`config.mk`:
```
export PLATFORM = sky130hd
export DESIGN_NAME = guffin_vend_ctrl
export DESIGN_NICKNAME = d
export VERILOG_FILES = /design/src/rtl/guffin_vend_ctrl.sv
export SDC_FILE = /design/constraint.sdc
export NUM_CORES = 1
export LEC_CHECK = 0
export BUFFER_PORTS_ARGS = -buffer_cell sky130_fd_sc_hd__buf_2
export CORE_ASPECT_RATIO = 1.2
export CORE_MARGIN = 3
export CORE_UTILIZATION = 30
export DETAILED_ROUTE_END_ITERATION = 6
export MAX_ROUTING_LAYER = met4
export PLACE_DENSITY_LB_ADDON = 0.05
export SYNTH_ARGS = -nofsm -noshare
export SYNTH_HDL_FRONTEND = slang
export SYNTH_SLANG_ARGS = --single-unit
```
`constraint.sdc`:
```
create_clock -name clk -period 5 [get_ports clk]
set_input_delay 1 -clock clk [delete_from_list [all_inputs] [get_ports clk]]
set_output_delay 1 -clock clk [all_outputs]
set_load 0.1 [all_outputs]
```
`src/rtl/guffin_vend_ctrl.sv`:
```
// guffin_vend_ctrl: coin credit accumulation, vend handshake with timeout,
// and coin-at-a-time change/refund payout for the guffin vending machine.
module guffin_vend_ctrl #(
  parameter int PRICE_Q      = 3,   // price in quarters, 1..3
  parameter int VEND_TIMEOUT = 255  // cycles to wait for vend_ack, 2..255
) (
  input  logic       clk,
  input  logic       reset,
  input  logic       coin_quarter,
  input  logic       coin_half,
  input  logic       coin_dollar,
  input  logic       cancel,
  input  logic       vend_ack,
  input  logic       hopper_ready,
  output logic       vend_req,
  output logic       pay_quarter,
  output logic       pay_half,
  output logic       coin_reject,
  output logic       vend_fault,
  output logic [2:0] credit,
  output logic [6:0] state_oh,
  output logic       busy
);

  typedef enum logic [1:0] {S_IDLE, S_CREDIT, S_VEND, S_CHANGE} state_t;

  localparam logic [2:0] PRICE    = 3'(PRICE_Q);
  localparam logic [7:0] TMO_LAST = 8'(VEND_TIMEOUT - 1);

  state_t     state_q, state_d;
  logic [2:0] credit_q, credit_d;
  logic [7:0] tmo_q, tmo_d;
  logic       vend_req_q, vend_req_d;
  logic       pay_q_q, pay_q_d;
  logic       pay_h_q, pay_h_d;
  logic       reject_q, reject_d;
  logic       fault_q, fault_d;
  logic       busy_q, busy_d;

  // With exactly one pulse the pulse vector is already the coin value (1/2/4).
  logic [2:0] coin_val;
  logic       any_coin, multi_coin;
  logic [2:0] sum;

  assign coin_val   = {coin_dollar, coin_half, coin_quarter};
  assign any_coin   = |coin_val;
  assign multi_coin = (coin_quarter & coin_half) | (coin_quarter & coin_dollar) |
                      (coin_half & coin_dollar);
  assign sum        = credit_q + coin_val;

  // Next-state, credit and registered-output decode.
  always_comb begin
    state_d  = state_q;
    credit_d = credit_q;
    tmo_d    = tmo_q;
    pay_q_d  = 1'b0;
    pay_h_d  = 1'b0;
    reject_d = 1'b0;
    fault_d  = 1'b0;
    case (state_q)
      S_IDLE, S_CREDIT: begin
        if (state_q == S_CREDIT && cancel) begin
          // Refund wins over a same-cycle coin; the coin goes back.
          reject_d = any_coin;
          state_d  = S_CHANGE;
        end else if (multi_coin) begin
          reject_d = 1'b1;
        end else begin
          credit_d = sum;
          if (sum >= PRICE) begin
            state_d = S_VEND;
            tmo_d   = 8'd0;
          end else if (sum != 3'd0) begin
            state_d = S_CREDIT;
          end else begin
            state_d = S_IDLE;
          end
        end
      end
      S_VEND: begin
        reject_d = any_coin;
        if (vend_ack) begin
          credit_d = credit_q - PRICE;
          state_d  = (credit_d != 3'd0) ? S_CHANGE : S_IDLE;
        end else if (tmo_q == TMO_LAST) begin
          // Dispenser never answered: refund everything.
          fault_d = 1'b1;
          state_d = S_CHANGE;
        end else begin
          tmo_d = tmo_q + 8'd1;
        end
      end
      S_CHANGE: begin
        reject_d = any_coin;
        if (hopper_ready) begin
          if (credit_q >= 3'd2) begin
            pay_h_d  = 1'b1;
            credit_d = credit_q - 3'd2;
          end else begin
            pay_q_d  = 1'b1;
            credit_d = credit_q - 3'd1;
          end
          if (credit_d == 3'd0) state_d = S_IDLE;
        end
      end
      default: state_d = S_IDLE;
    endcase
    vend_req_d = (state_d == S_VEND);
    busy_d     = (state_d == S_VEND) || (state_d == S_CHANGE);
  end

  // State and output registers; reset forfeits any pending change.
  always_ff @(posedge clk or posedge reset) begin
    if (reset) begin
      state_q    <= S_IDLE;
      credit_q   <= 3'd0;
      tmo_q      <= 8'd0;
      vend_req_q <= 1'b0;
      pay_q_q    <= 1'b0;
      pay_h_q    <= 1'b0;
      reject_q   <= 1'b0;
      fault_q    <= 1'b0;
      busy_q     <= 1'b0;
    end else begin
      state_q    <= state_d;
      credit_q   <= credit_d;
      tmo_q      <= tmo_d;
      vend_req_q <= vend_req_d;
      pay_q_q    <= pay_q_d;
      pay_h_q    <= pay_h_d;
      reject_q   <= reject_d;
      fault_q    <= fault_d;
      busy_q     <= busy_d;
    end
  end

  assign vend_req    = vend_req_q;
  assign pay_quarter = pay_q_q;
  assign pay_half    = pay_h_q;
  assign coin_reject = reject_q;
  assign vend_fault  = fault_q;
  assign credit      = credit_q;
  assign state_oh    = 7'b0000001 << credit_q;
  assign busy        = busy_q;

endmodule

```
## After elaboration in Yosys (flattened, before gate mapping)

Cells that the tools add are included.

- Flip-flop bits (word level): 19
- Output and inout bits: 16

- Shifts and indexed selects: 1
- Bitwise operators: 5
- $add $sub $neg: 5
- Multiplexer cells: 36
- Equal/unequal tests: 13
- Reduce and logical (&&, ||, !) cells: 12
- $lt $le $gt $ge: 2

Operator list:

| cell | number |
|---|---|
| 8-bit two-way mux | 5 |
| 3-bit two-way mux | 7 |
| 2-bit two-way mux | 8 |
| 8-bit case mux with 2 select lines | 1 |
| 2-bit inequality test, second input constant | 7 |
| 1-bit two-way mux | 12 |
| 3-bit case mux with 3 select lines | 1 |
| 8-bit by 1-bit adder with 8-bit output, second input constant | 1 |
| 2-bit equality test, second input constant | 4 |
| 8-bit equality test, second input constant | 1 |
| 1-bit by 3-bit << shifter with 7-bit output, first input constant | 1 |
| 3-bit by 2-bit greater-or-equal comparator with 1-bit output, second input constant | 2 |
| 2-bit case mux with 3 select lines | 1 |
| 6-bit AND reduction | 1 |
| 3-bit nonzero test | 2 |
| 3-bit by 2-bit subtractor with 3-bit output, second input constant | 2 |
| 4-bit AND reduction | 1 |
| 2-bit OR reduction | 2 |
| 3-bit adder | 1 |
| 1-bit bitwise AND | 3 |
| 3-bit zero test | 1 |
| 3-bit OR reduction | 1 |
| 3-bit by 1-bit subtractor with 3-bit output, second input constant | 1 |
| 2-bit by 1-bit equality test with 1-bit output, second input constant | 1 |
| other kinds (6) | 7 |

## Logic depth before layout (Yosys ltp)

Gate-level depths: netlist of run 1.

- Depth in word-level cells: 10
- Gate-level depth with buffers: 7
- Gate-level depth less buffers: 7

## Least setup slack after synthesis of run 1

No wires, ideal clock.

- Kind: register -> output
- From: register credit_q[0] (netlist: credit[0])
- To: output state_oh[1]
- Setup slack: 1,356 ps
- Required time: 4,000 ps
- Stages on the path, launching flop included: 3
- Buffers on the path: 0
- Arrival time: 2,644 ps
- Cell sequence: dfrtp_1 ha_1 nor2b_1

- Cells in the longest elaborated chain, start to end: 1

RTL lines:

| element | line | RTL |
|---|---|---|
| start: declaration | 31 | `logic [2:0] credit_q, credit_d;` |
| start signal: assignment | 126 | `credit_q <= credit_d;` |
| 1-bit by 3-bit << shifter with 7-bit output | 143 | `assign state_oh = 7'b0000001 << credit_q;` |
| end: declaration | 21 | `output logic [6:0] state_oh,` |

Every way passes these cells.

## Worst setup path after layout of run 1

- From: register credit_q[0] (netlist: credit[0])
- To: output state_oh[2]

The elaborated chain is that of the path after synthesis.

==> reports/metrics.yaml, run 1 <==
critical_path:
  reg2reg_from: "credit[0]$_DFFE_PP0P_"
  path_common_cell: "inv_1"
  cp_slowest_cell: "dfrtp_1"
  reg2reg_to: "tmo_q[2]$_DFFE_PP0P_"
  reg2reg_slack_ns: 2.89
  worstPathRequired_ns: 4.00
  path_cells: "inv_1 -> ha_1 -> nand2b_1 -> inv_1 -> buf_2"
  reg2reg_depth: 6
  crit_path_end_kind: "output port"
  crit_fanout: 8
  max_stage_delay_ns: 0.48
  path_class: "reg -> out"
  cp.arrival_ns: 1.84
  cp-start-kind: "flop"
synthesis:
  synth_ff_type: "dfrtp_1"
  ys_seq_elements: 18
  synth_warnings: 0
  post-synth-top-area-fraction: 0.354
  yosys.area.top_type: "dfrtp_1"
  ys_types: 49
  yosysSeqAreaShare: 0.354
  synth_async_sr_flop_share: 1.00
  synth_most_common_cell: "dfrtp_1"
  synth_edf_count: 0
  avgSynthCellArea_sq_um: 9.22
  yosys-top-cells-count: "dfrtp_1, inv_1, ha_1"
  netlist_instances: 138
  synth.area.top_cells: "dfrtp_1, ha_1, nand3_1, inv_1, o31ai_1"
  synthesis.nets: 157
  syn_area_sq_mm: 0.00127
clocking:
  cts_setup_buffers: 0
  cts_inserted_buffers: 3
  worstSkewPairLatency_ns: 0.26
  cts.htree.levels: 1
  cts_resized: 0
  cts-hold-fix-buffers: 0
  clockBufferDepth: 2
  cts-root-buf: "clkbuf_8"
  clk_pin_slew_ns: 0.07
  cts_tree: "done"
  cts_sinks: 18
drt:
  drc: 0
  vias: 1112
  viasPerCell: 5.20
  drt.antenna.violating_nets: 0
  post_drt_wl_per_cell_microns: 14.3
  wl_microns: 3070
  drtIter0Drc: 32
  firstDrtPassIters: 4
grt:
  grt_overflow: 0
  grtUsageTotal: 0.140
  grt_antenna_before_repair: 0
  grt_pass1_wl_microns: 5440
  grt_max_degree: 19
  grt_pass1_vias: 1119
timing:
  final_max_slew_viol_count: 0
  grt_setup_unrepaired: "false"
  slew_headroom: 0.521
  fmax_ghz: 0.352
  hold_viol_final: 0
  post-route-period-util: 0.568
  period_minus_slack_ns: 2.84
  worst_slew_pin_slew_ns: 0.718
  fin_worst_skew_ns: 0.00122
  setup_violations: 0
  fin_setup_tns_ns: 0
placed_design:
  dp_hpwl_microns: 2430
  placed_area_sq_mm: 0.00143
  io_buffers: 23
  gp_congestion: 0.774
status:
  status: "finished clean"
job:
  drv_cap: 0
floorplan:
  num_rows: 25
  fp.dieH_microns: 77.3
  chipWidth_microns: 65.5
  start_util: 0.318
  ios: 24
  design.core.area_sq_mm: 0.00400
  fp.dieArea_sq_mm: 0.00506
final_layout:
  syn2layout_area_growth_pct: 16.7
  drive_gt1_frac: 0.194
  fillerInstances: 454
  diodes: 0
  final_area_sq_mm: 0.00149
  layout.nets: 180
hold_path:
  hp-class: "reg -> reg"
  hold_path_depth: 2
  hp-start: "tmo_q[7]$_DFFE_PP0P_"
  hold_path_end: "tmo_q[7]$_DFFE_PP0P_"
## routing by layer
layer / vias to the layer above / GRT usage / wire, microns
met3: 4 / 0.0203 / 127
met2: 23 / 0.232 / 1550
met4: 0 / 0.0436 / 31
li1: 555 / - / -
met1: 530 / 0.175 / 1360
met5: - / - / 0
## area by class of cell
class / count / area, sq um / area share
well taps: 54 / 67.6 / 0.0455
flip-flops and latches: 18 / 450 / 0.303
inverters: 12 / 45.0 / 0.0303
repair buffers: 23 / 115 / 0.0775
multi-input cells: 103 / 752 / 0.506
clock buffers: 4 / 55.1 / 0.0371
## logic make-up after synthesis
group,count (synthesis),share of synthesized area
buf+inv,17,0.0551
simple gates,48,0.206
mux,1,0.00787
xor+xnor,3,0.0315
compound gates,39,0.223
fa+ha+maj,12,0.122
flops,18,0.354
## state kept, by name (all words and copies together), names as in the netlist
signal and flops:
tmo_q 8, busy 1, credit 3, pay_half 1
state_q 1, coin_reject 1, pay_quarter 1, vend_req 1
vend_fault 1
## metrics by stage
| stage | hold slack [ns] | util | instances | setup slack, ns |
|---|---|---|---|---|
| after detailed placement | 0.556 | 0.357 | 210 | 2.26 |
| after global routing | 0.604 | 0.371 | 214 | 2.01 |
| final | 0.564 | 0.371 | 214 | 2.16 |
| after CTS | 0.567 | 0.371 | 214 | 2.14 |
| after global placement | 0.544 | 0.357 | 210 | 2.29 |
| after floorplan | 0.505 | - | 138 | 1.36 |
## critical path, delay by kind of cell, from the launching register on
family	cells	cell delay [ns]
buf+inv	3	0.74
simple gates	1	0.15
fa+ha+maj	1	0.22
flops	1	0.48
## cells in the final DEF (no fill, tap or decap), types with 2 or more instances in the layout
master	n
a21oi_1	6
a21o_1	2
o21ai_0	7
nor2_1	5
inv_1	12
nand4_1	4
or3_1	3
buf_2	23
nand3_1	9
and2_1	3
a211oi_1	2
o211ai_1	2
clkbuf_8	4
dfrtp_1	18
ha_1	10
nor2b_1	4
nand2_1	9
or4_1	3
o31ai_1	5
a31oi_1	3
## worst max-delay path by stage
stage                          start                   end  slack, ns  cells past startpoint
3_5_place_dp            coin_quarter  tmo_q[0]$_DFFE_PP0P_       2.26                      7
4_1_cts        credit[0]$_DFFE_PP0P_           state_oh[2]       2.14                      5
6_report       credit[0]$_DFFE_PP0P_           state_oh[2]       2.16                      5
3_3_place_gp            coin_quarter  tmo_q[2]$_DFFE_PP0P_       2.29                      7
5_1_grt        credit[0]$_DFFE_PP0P_           state_oh[2]       2.01                      5
2_1_floorplan  credit[0]$_DFFE_PP0P_           state_oh[1]       1.36                      2
Power of run 1 is not shown: default switching activity piles up to over one toggle a cycle in this logic, so the estimate is an artifact.
==> inputs of run 2 (changes only) <==
==> constraint.sdc (replaced) <==
create_clock -name clk -period 2.5 [get_ports clk]
set_input_delay 0.5 -clock clk [delete_from_list [all_inputs] [get_ports clk]]
set_output_delay 0.5 -clock clk [all_outputs]
set_load 0.1 [all_outputs]
==> reports/metrics.yaml, run 2 (synthesis results as in run 1) <==
status:
  status: "finished clean"
critical_path:
  cp-start-kind: "flop"
  worstPathRequired_ns: 2.00
  reg2reg_from: "credit[0]$_DFFE_PP0P_"
  crit_start: "credit[0]$_DFFE_PP0P_"
  reg2reg_slack_ns: 0.42
  path_class: "reg -> out"
  crit_fanout: 8
  crit_path_end_kind: "output port"
  cp.arrival_ns: 1.81
grt:
  grtUsageTotal: 0.137
  grt_pass1_vias: 1127
  grt_overflow: 0
  grt_util_met3: 0.0188
  grtUsageMet2: 0.247
  grt_antenna_before_repair: 0
  met1_usage: 0.157
  grt_max_degree: 19
  grt_pass1_wl_microns: 5340
  busiest_layer: "met2"
floorplan:
  start_util: 0.318
  num_rows: 25
  fp.dieH_microns: 77.3
  fp.dieArea_sq_mm: 0.00506
  chipWidth_microns: 65.5
  ios: 24
  design.core.area_sq_mm: 0.00400
clocking:
  cts_tree: "done"
  cts_setup_buffers: 0
  cts_sinks: 18
  cts_inserted_buffers: 3
  cts-root-buf: "clkbuf_8"
  clockBufferDepth: 2
  cts-hold-fix-buffers: 0
  cts.htree.levels: 1
  worstSkewPairLatency_ns: 0.25
  cts_resized: 0
  clk_pin_slew_ns: 0.07
final_layout:
  diodes: 0
  largest_register_ff_count: 8
  fillerInstances: 444
  top_register: "tmo_q"
  final_cell_mix: "buf_2, dfrtp_1, inv_1"
  layout.nets: 182
  utilization: 0.378
  drive_gt1_frac: 0.253
  final_common_cell: "buf_2"
  regArea_sq_um: 453
  multi_input_area_sq_um: 763
  syn2layout_area_growth_pct: 19.0
  final_area_sq_mm: 0.00151
drt:
  drtIter0Drc: 63
  drt.antenna.violating_nets: 0
  viasPerCell: 5.29
  post_drt_wl_per_cell_microns: 14.2
  drc: 0
  wl_microns: 3070
  firstDrtPassIters: 4
  vias: 1142
timing:
  setup_violations: 0
  period_minus_slack_ns: 2.31
  final_max_slew_viol_count: 0
  post-route-period-util: 0.922
  fmax_ghz: 0.434
  slew_headroom: 0.521
  grt_setup_unrepaired: "false"
  finalWorstSetupSlack_ns: 0.195
  worst_slew_pin_slew_ns: 0.718
  fin_worst_skew_ns: 0.00315
  hold_viol_final: 0
hold_path:
  hp-class: "in -> async"
placed_design:
  io_buffers: 23
  place_ws_ns: 0.273
  dp_hpwl_microns: 2440
  placed_area_sq_mm: 0.00146
  gp_congestion: 0.791
job:
  drv_cap: 0
-- run 2: cell count changes in the layout (fill, tap and decap cells not counted), sizes merged --
cell  delta
buf      +2
-- run 2: path summary, 6_finish.rpt --
path                                          to  cells past startpoint
min in group clk            vend_fault$_DFF_PP0_                      2
min                           vend_req$_DFF_PP0_                      2
min reg2reg                 tmo_q[7]$_DFFE_PP0P_                      2
max in group asynchronous  credit[1]$_DFFE_PP0P_                      2
max                                  state_oh[2]                      5
max reg2reg                 tmo_q[2]$_DFFE_PP0P_                      6
-- run 2: worst max-delay path, cell delays in order (launching register included) --
cell      delay (ns)
dfrtp_2         0.47
inv_1           0.14
ha_1            0.22
nand2b_1        0.15
inv_1           0.13
buf_2           0.44
-- run 2: cell type report --
type,instances,share of cell area
clock buffers,4,0.0364
inverters,12,0.0298
multi-input cells,103,0.504
flip-flops and latches,18,0.299
well taps,54,0.0446
repair buffers,25,0.0860
-- run 2: stage by stage --
stage / hold WS, ns / instances / setup TNS [ns]
floorplan: 0.438 / 138 / -0.00869
detailed placement: 0.547 / 212 / 0
CTS: 0.387 / 216 / 0
finish: 0.354 / 216 / 0
global placement: 0.543 / 212 / 0
global route: 0.409 / 216 / 0
-- run 2: routing by layer --
layer  routed length (microns)  vias to the layer above
met1                      1340                      559
li1                          -                      564
met3                        89                        4
met4                        27                        0
met5                         0                        -
met2                      1620                       15
Power of run 2 is left out for the same reason.
==> inputs of run 3 (changes only) <==
--- a/config.mk
+++ b/config.mk
@@ -6,7 +6,7 @@
 export NUM_CORES = 1
 export LEC_CHECK = 0
 export BUFFER_PORTS_ARGS = -buffer_cell sky130_fd_sc_hd__buf_2
-export CORE_ASPECT_RATIO = 1.2
+export CORE_ASPECT_RATIO = 0.5
 export CORE_MARGIN = 3
 export CORE_UTILIZATION = 30
 export DETAILED_ROUTE_END_ITERATION = 6
==> reports/metrics.yaml, run 3 (synthesis results as in run 1) <==
status:
  status: "finished clean"
floorplan:
  start_util: 0.319
  num_rows: 16
  design.core.area_sq_mm: 0.00398
  ios: 24
  fp.dieH_microns: 52.1
  fp.dieArea_sq_mm: 0.00511
  chipWidth_microns: 98.1
placed_design:
  dp_hpwl_microns: 2460
  io_buffers: 23
  gp_congestion: 0.787
clocking:
  clk_pin_slew_ns: 0.07
  cts_tree: "done"
  clockBufferDepth: 2
  cts_sinks: 18
  cts-root-buf: "clkbuf_8"
  worstSkewPairLatency_ns: 0.26
  cts_inserted_buffers: 3
  cts.htree.levels: 1
drt:
  viasPerCell: 5.17
  drt.antenna.violating_nets: 0
  drtIter0Drc: 68
  firstDrtPassIters: 4
  drc: 0
  wl_microns: 3290
  vias: 1122
  post_drt_wl_per_cell_microns: 15.2
final_layout:
  syn2layout_area_growth_pct: 19.8
  diodes: 0
  largest_register_ff_count: 8
  multi_input_area_sq_um: 763
  fillerInstances: 427
  regArea_sq_um: 453
  final_common_cell: "buf_2"
  top_register: "tmo_q"
  final_cell_mix: "buf_2, dfrtp_1, inv_1"
  layout.nets: 183
  drive_gt1_frac: 0.258
timing:
  fin_setup_tns_ns: 0
  setup_violations: 0
  fin_worst_skew_ns: 0.00121
  slew_headroom: 0.500
  fmax_ghz: 0.438
  grt_setup_unrepaired: "false"
  hold_viol_final: 0
  final_max_slew_viol_count: 0
  post-route-period-util: 0.914
  period_minus_slack_ns: 2.28
  worst_slew_pin_slew_ns: 0.749
grt:
  grt_overflow: 0
  grt_pass1_wl_microns: 5630
  grt_util_met3: 0.0348
  grt_pass1_vias: 1089
  grtUsageMet2: 0.205
  met1_usage: 0.210
  busiest_layer: "met1"
  grt_max_degree: 19
  grtUsageTotal: 0.145
  grt_antenna_before_repair: 0
critical_path:
  cp-start-kind: "flop"
  crit_path_end_kind: "output port"
  crit_fanout: 8
  cp.arrival_ns: 1.78
  path_class: "reg -> out"
  worstPathRequired_ns: 2.00
job:
  drv_cap: 0
hold_path:
  hp-class: "in -> async"
run 3: cell count changes in the layout (fill, tap and decap cells not counted):
| cell | before | now |
|---|---|---|
| buf_4 | 2 | 3 |
| clkbuf_4 | 0 | 1 |
| buf_2 | 23 | 22 |
run 3: metal layers:
layer | up-vias | routed length [microns]
met5 | - | 0
met4 | 0 | 14
met3 | 2 | 146
met2 | 21 | 1330
met1 | 538 | 1800
li1 | 561 | -
run 3: critical path, cell delays in order (launching register included):
cell and delay, ns:
dfrtp_2 0.48, inv_1 0.14, ha_1 0.25, nand2b_1 0.15, inv_1 0.16, clkbuf_4 0.35
run 3: cell type report:
class                           instances  area share
Sequential cell                        18       0.297
Tap cell                               54      0.0443
Timing Repair Buffer                   26      0.0920
Multi-Input combinational cell        103       0.501
Inverter                               12      0.0296
Clock buffer                            4      0.0361
run 3: path summary, 6_finish.rpt:
path / from / endpoint / slack, ns / cells after the start
setup / recovery: credit[0]$_DFFE_PP0P_ / state_oh[2] / 0.22 / 5
hold / removal: reset / vend_req$_DFF_PP0_ / 0.36 / 2
setup reg to reg: credit[0]$_DFFE_PP0P_ / tmo_q[2]$_DFFE_PP0P_ / 0.40 / 6
hold reg to reg: tmo_q[0]$_DFFE_PP0P_ / tmo_q[0]$_DFFE_PP0P_ / 0.54 / 1
max in group asynchronous: reset / credit[1]$_DFFE_PP0P_ / 1.62 / 2
min in group clk: vend_ack / vend_fault$_DFF_PP0_ / 0.46 / 2
run 3: repair_timing:
action,CTS,global route
resized for setup,0,1
setup buffers,0,0
endpoints found under the setup margin,0,1
hold buffers,0,0
run 3: per-stage QoR:
| stage | util | setup WS, ns | std cells | hold WS, ns | area, sq um |
|---|---|---|---|---|---|
| finish | 0.383 | 0.215 | 217 | 0.359 | 1520 |
| global route | 0.383 | 0.0836 | 217 | 0.427 | 1520 |
| CTS | 0.382 | 0.118 | 217 | 0.387 | 1520 |
| detailed placement | 0.368 | 0.271 | 213 | 0.543 | 1470 |
| global placement | 0.368 | 0.291 | 213 | 0.541 | 1470 |
| floorplan | - | -0.00869 | 138 | 0.438 | 1290 |
Power of run 3 is left out for the same reason.
